===== src/rtl/boot_image_loader.sv =====
// Boot image loader: copies the UFM word stream into J1 program RAM and
// releases the CPU once the image is complete. Optional checksum: BOOT_CHECKSUM_EN.
module boot_image_loader #(
    parameter int AW         = 11,
    parameter int DW         = 16,
    parameter int EXP_WORDS  = 2048,
    parameter int SETTLE_CYC = 16
) (
    input  logic          clk,
    input  logic          resetn,
    input  logic [DW-1:0] ld_data,
    input  logic [AW-1:0] ld_adr,
    input  logic          ld_wr,
    input  logic          ld_done,
    output logic          ram_we,
    output logic [AW-1:0] ram_adr,
    output logic [DW-1:0] ram_wdata,
    output logic          cpu_rstn,
    output logic          boot_ok,
    output logic          boot_err,
    output logic [AW:0]   word_cnt
);

    typedef enum logic [2:0] {
        LOAD,
        SETTLE,
        CHECK,
        RUN,
        FAIL
    } state_t;

    localparam logic [7:0] SETTLE_LAST = 8'(SETTLE_CYC - 1);
    localparam logic [AW:0] EXP_CNT    = (AW + 1)'(EXP_WORDS);
    localparam logic [AW:0] CNT_MAX    = {1'b1, {AW{1'b0}}};

    state_t        state;
    state_t        state_n;
    logic          wr_r1;
    logic          wr_r2;
    logic          done_r1;
    logic [AW-1:0] adr_r1;
    logic [DW-1:0] data_r1;
    logic [7:0]    settle_cnt;
    logic          wr_pulse;
    logic          accept;
    logic          sum_ok;
    logic          image_ok;

    // Upstream decode can glitch, so every input is retimed before use.
    always_ff @(posedge clk or negedge resetn) begin
        if (!resetn) begin
            wr_r1   <= 1'b0;
            wr_r2   <= 1'b0;
            done_r1 <= 1'b0;
            adr_r1  <= '0;
            data_r1 <= '0;
        end else begin
            wr_r1   <= ld_wr;
            wr_r2   <= wr_r1;
            done_r1 <= ld_done;
            adr_r1  <= ld_adr;
            data_r1 <= ld_data;
        end
    end

    assign wr_pulse = wr_r1 & ~wr_r2;
    assign accept   = wr_pulse && (state == LOAD);

    always_ff @(posedge clk or negedge resetn) begin
        if (!resetn) begin
            ram_we    <= 1'b0;
            ram_adr   <= '0;
            ram_wdata <= '0;
            word_cnt  <= '0;
        end else begin
            ram_we <= accept;
            if (accept) begin
                ram_adr   <= adr_r1;
                ram_wdata <= data_r1;
                if (word_cnt != CNT_MAX) begin
                    word_cnt <= word_cnt + (AW + 1)'(1);
                end
            end
        end
    end

`ifdef BOOT_CHECKSUM_EN
    logic [DW-1:0] csum;

    // The image ends with a complement word, so a good image sums to zero.
    always_ff @(posedge clk or negedge resetn) begin
        if (!resetn) begin
            csum <= '0;
        end else if (accept) begin
            csum <= csum + data_r1;
        end
    end

    assign sum_ok = (csum == '0);
`else
    assign sum_ok = 1'b1;
`endif

    assign image_ok = (word_cnt == EXP_CNT) && sum_ok;

    always_ff @(posedge clk or negedge resetn) begin
        if (!resetn) begin
            settle_cnt <= '0;
        end else if (state == SETTLE) begin
            settle_cnt <= settle_cnt + 8'd1;
        end else begin
            settle_cnt <= '0;
        end
    end

    always_ff @(posedge clk or negedge resetn) begin
        if (!resetn) begin
            state <= LOAD;
        end else begin
            state <= state_n;
        end
    end

    always_comb begin
        state_n = state;
        unique case (state)
            LOAD: begin
                if (done_r1) begin
                    state_n = SETTLE;
                end
            end
            SETTLE: begin
                if (settle_cnt == SETTLE_LAST) begin
                    state_n = CHECK;
                end
            end
            CHECK: begin
                state_n = image_ok ? RUN : FAIL;
            end
            RUN:     state_n = RUN;
            FAIL:    state_n = FAIL;
            default: state_n = LOAD;
        endcase
    end

    // Terminal states drive the CPU-facing flags one cycle later.
    always_ff @(posedge clk or negedge resetn) begin
        if (!resetn) begin
            cpu_rstn <= 1'b0;
            boot_ok  <= 1'b0;
            boot_err <= 1'b0;
        end else begin
            cpu_rstn <= (state == RUN);
            boot_ok  <= (state == RUN);
            boot_err <= (state == FAIL);
        end
    end

endmodule


===== config.mk =====
export PLATFORM = sky130hd
export DESIGN_NAME = boot_image_loader
export DESIGN_NICKNAME = d
export VERILOG_FILES = /design/src/rtl/boot_image_loader.sv
export SDC_FILE = /design/constraint.sdc
export NUM_CORES = 1
export LEC_CHECK = 0
export ABC_AREA = 1
export ABC_CLOCK_PERIOD_IN_PS = 1700
export BUFFER_PORTS_ARGS = -buffer_cell sky130_fd_sc_hd__buf_2
export CAP_MARGIN = 20
export CORE_MARGIN = 8
export CORE_UTILIZATION = 53
export DETAILED_ROUTE_END_ITERATION = 10
export PLACE_DENSITY = 0.89
export SYNTH_ARGS = -nofsm -noshare
export SYNTH_HDL_FRONTEND = slang
export SYNTH_SLANG_ARGS = --single-unit

===== constraint.sdc =====
create_clock -name clk -period 1.7 [get_ports clk]
set_clock_uncertainty 0.05 [all_clocks]
set_input_delay 0.085 -clock clk [delete_from_list [all_inputs] [get_ports clk]]
set_output_delay 0.085 -clock clk [all_outputs]
set_load 0.03 [all_outputs]

==> flow_metrics.env <==
export IMPL_outcome="completed"
export IMPL_globalRouteOverflowTotal=0
export IMPL_post_drt_wl_per_cell_um=13.8
export IMPL_synthesis_area_per_instance_um2=9.96
export IMPL_synth_distinct_cells=30
export IMPL_cp_end_kind="flop"
export IMPL_synth_nets=362
export IMPL_ctsHtreeMaxLevel=3
export IMPL_clockBufferDepth=2
export IMPL_post_synth_instance_area_mm2=0.00327
export IMPL_cts_tree="yes"
export IMPL_clk_pin_slew_ps=90
export IMPL_finalWeightedCongestion=0.899
export IMPL_timing_hold_worst_class="in2async"
export IMPL_grt_util_all_layers_pct=17.2
export IMPL_final_period_utilization_pct=88.8
export IMPL_share_of_synthesized_flip_flops_with_an_asynchronous_set_or_reset_pct=100
export IMPL_fraction_of_final_layout_cells_with_drive_strength_greater_than_1_pct=25.7
export IMPL_synth_sequential_area_ratio_pct=63.6
export IMPL_drt_iter0_markers=79
export IMPL_dieArea_mm2=0.00893
export IMPL_pin_count=74
export IMPL_setup_viol=0
export IMPL_grt_first_pass_wirelength_um=12000
export IMPL_area_delta_synth_final_pct=27.7
export IMPL_post_cts_resized_instances=0
export IMPL_die_y_um=94.5
export IMPL_slowest_delay_ps=440
export IMPL_worstSetupStartpointType="flop"
export IMPL_dpl_hpwl_um=4840
export IMPL_fmaxAchievable_ghz=0.662
export IMPL_vias=2481
export IMPL_worstPathBufferInverterCount=0
export IMPL_cts_root_buffer_cell="sky130_fd_sc_hd__clkbuf_8"
export IMPL_detailedRoute_firstPassIterationCount=4
export IMPL_die_x_um=94.5
export IMPL_yosysWarnings=0
export IMPL_synth_ff_latch_count=83
export IMPL_final_hold_violation_count=0
export IMPL_cts_sink_count=83
export IMPL_grt_setup_unrepaired="no"
export IMPL_timing_critical_path_cells="ha_1, nand2_1, nor2_1, nand3_1, nand2_1, nand2_1, nand2_2, o21ai_2"
export IMPL_grt_antenna_before_repair=0
export IMPL_highest_ir_drop_seen_on_vdd_mv=0.990
export IMPL_final_max_slew_viol_count=0
export IMPL_fp_coreArea_mm2=0.00596
export IMPL_residual_antenna_violating_net_count_after_detailed_routing=0
export IMPL_cts_hold_buffers=30
export IMPL_worstSetupPathType="reg2reg"
export IMPL_synthFlopType="sky130_fd_sc_hd__dfrtp_1"
export IMPL_cpMostUsedCell="sky130_fd_sc_hd__nand2_1"
export IMPL_timing_final_crit_period_ps=1510
export IMPL_clkLatencyLatePin_ps=350
export IMPL_cpMaxStageDelayCell="sky130_fd_sc_hd__dfrtp_1"
export IMPL_synth_enable_flop_cells=0
export IMPL_powerDensity_mw_per_mm2=1510
export IMPL_finalWirelength_um=7150
export IMPL_buffer_ports_inserted=73
export IMPL_initial_utilization_pct=54.9
export IMPL_setup_buffers_after_cts=0
export IMPL_postSynthCellCount=328
export IMPL_fin_tns_setup_ps=0
export IMPL_cap_viol_max_count=0
export IMPL_finalNetCount=472
export IMPL_power_static_leakage_nw=2.19
export IMPL_viasPerCell=4.78
export IMPL_worst_pin_slew_ps=374
export IMPL_crit_required_ps=1890
export IMPL_placedCellCount=472
export IMPL_critical_path_peak_fanout=6
export IMPL_placement_rows=28
export IMPL_pin_count_of_the_biggest_net_entering_global_routing=41
export IMPL_vias_in_the_first_global_route=2553
export IMPL_cp_top_family="simple AND/OR/NAND/NOR gates"
export IMPL_detail_route_drc_violations=0
export IMPL_cts_inserted_buffers=9
export IMPL_layoutNonFillerInstCount=519
export IMPL_timing_max_slew_rel_slack_pct=75.1
export IMPL_data_arrival_at_the_endpoint_of_the_critical_path_ps=1700
worst register-to-register path: cells and delay by family, from the launching register on:
kind | cells | cell delay, ps
AND/OR/NAND/NOR | 6 | 570
flip-flops | 1 | 440
adder cells (fa/ha/maj) | 1 | 310
AO/OA/AOI/OAI | 1 | 40
cells in the mapped netlist (4+ instances only):
library cell | instances | area share (%)
sky130_fd_sc_hd__o21ai_0 | 7 | 1.1
sky130_fd_sc_hd__inv_1 | 21 | 2.4
sky130_fd_sc_hd__dfrtp_1 | 83 | 64
sky130_fd_sc_hd__nand3_1 | 13 | 2.0
sky130_fd_sc_hd__nand2_1 | 124 | 14
sky130_fd_sc_hd__o21ai_2 | 6 | 1.6
sky130_fd_sc_hd__nand4_1 | 5 | 0.96
sky130_fd_sc_hd__a21oi_1 | 4 | 0.61
sky130_fd_sc_hd__nand2_2 | 4 | 0.77
sky130_fd_sc_hd__buf_6 | 4 | 1.4
sky130_fd_sc_hd__nor2_1 | 27 | 3.1
flip-flops by register name (all words and copies together), names as in the netlist, 3 cells and up:
name	cells
data_r1	16
ram_wdata	16
word_cnt	12
adr_r1	11
ram_adr	11
settle_cnt	8
state	3
kinds of logic after synthesis:
group	Yosys count	synth area share [%]
simple gates	184	24.4
compound gates	19	3.72
fa+ha+maj	3	1.15
buf+inv	33	5.52
flops	83	63.6
xor+xnor	6	1.61
power breakdown:
group          switching [mW]  leakage [nW]  internal [mW]
clock                   0.715        0.0864          0.540
sequential              0.315          1.04           2.42
combinational            1.61          1.06          0.708
total                    2.64          2.19           3.67
cells in the final DEF (no fill, tap or decap):
cell,n
sky130_fd_sc_hd__a21boi_0,1
sky130_fd_sc_hd__nor2_2,1
sky130_fd_sc_hd__nor2_1,27
sky130_fd_sc_hd__inv_6,4
sky130_fd_sc_hd__nand2_1,124
sky130_fd_sc_hd__nor3_1,3
sky130_fd_sc_hd__diode_2,1
sky130_fd_sc_hd__clkinv_4,1
sky130_fd_sc_hd__clkinv_2,2
sky130_fd_sc_hd__nor4_1,1
sky130_fd_sc_hd__nor2_4,3
sky130_fd_sc_hd__nand4_1,5
sky130_fd_sc_hd__buf_4,4
sky130_fd_sc_hd__a31oi_1,1
sky130_fd_sc_hd__o21ai_2,6
sky130_fd_sc_hd__o21ai_0,7
sky130_fd_sc_hd__dlygate4sd3_1,30
sky130_fd_sc_hd__ha_1,3
sky130_fd_sc_hd__xnor2_1,3
sky130_fd_sc_hd__nand2_8,1
sky130_fd_sc_hd__nand2_2,4
sky130_fd_sc_hd__nand2_4,1
sky130_fd_sc_hd__inv_1,21
sky130_fd_sc_hd__dfrtp_1,83
sky130_fd_sc_hd__clkbuf_8,9
sky130_fd_sc_hd__inv_2,2
sky130_fd_sc_hd__buf_2,72
sky130_fd_sc_hd__nand3_4,1
sky130_fd_sc_hd__buf_12,1
sky130_fd_sc_hd__xor2_1,3
sky130_fd_sc_hd__a21oi_1,4
sky130_fd_sc_hd__clkinvlp_4,2
sky130_fd_sc_hd__nand3_1,13
stage by stage:
step                worst slack [ps]  power (mW)  utilization (%)  hold WS (ps)  cell area, um^2
floorplan                       87.3        4.39                -          -261             3270
global placement                 275        4.97             62.0         -31.8             3690
detailed placement               202        5.05             62.0         -23.6             3690
CTS                              185        6.39             70.0           132             4170
global route                    91.5        6.70             70.0           206             4170
finish                           190        6.31             70.1           183             4170
worst paths after layout:
path,start,end,slack [ps],cells past startpoint
setup / recovery,word_cnt[0],word_cnt[8],190,8
hold / removal,resetn,word_cnt[0],180,2
setup reg to reg,word_cnt[0],word_cnt[8],190,8
hold reg to reg,wr_r1,wr_r2,340,0
max in group asynchronous,resetn,data_r1[8],860,3
min in group clk,ld_data[15],data_r1[15],310,2
layout make-up:
cell class	instances	area [um^2]
Multi-Input combinational cell	212	1010
Tap cell	75	93.8
Clock buffer	9	124
Timing Repair Buffer	107	711
Sequential cell	83	2080
Clock inverter	7	51.3
Fill cell	452	1780
Antenna cell	1	2.50
Inverter	25	104
routing by layer:
metal	global-route usage [%]	share of wire (%)	vias to the layer above
met1	20.6	42	1168
met2	28.7	51	61
met3	3.25	4.0	15
met5	0	0	-
li1	-	-	1237
met4	9.88	2.7	0
(Power assumes the default switching activity.)
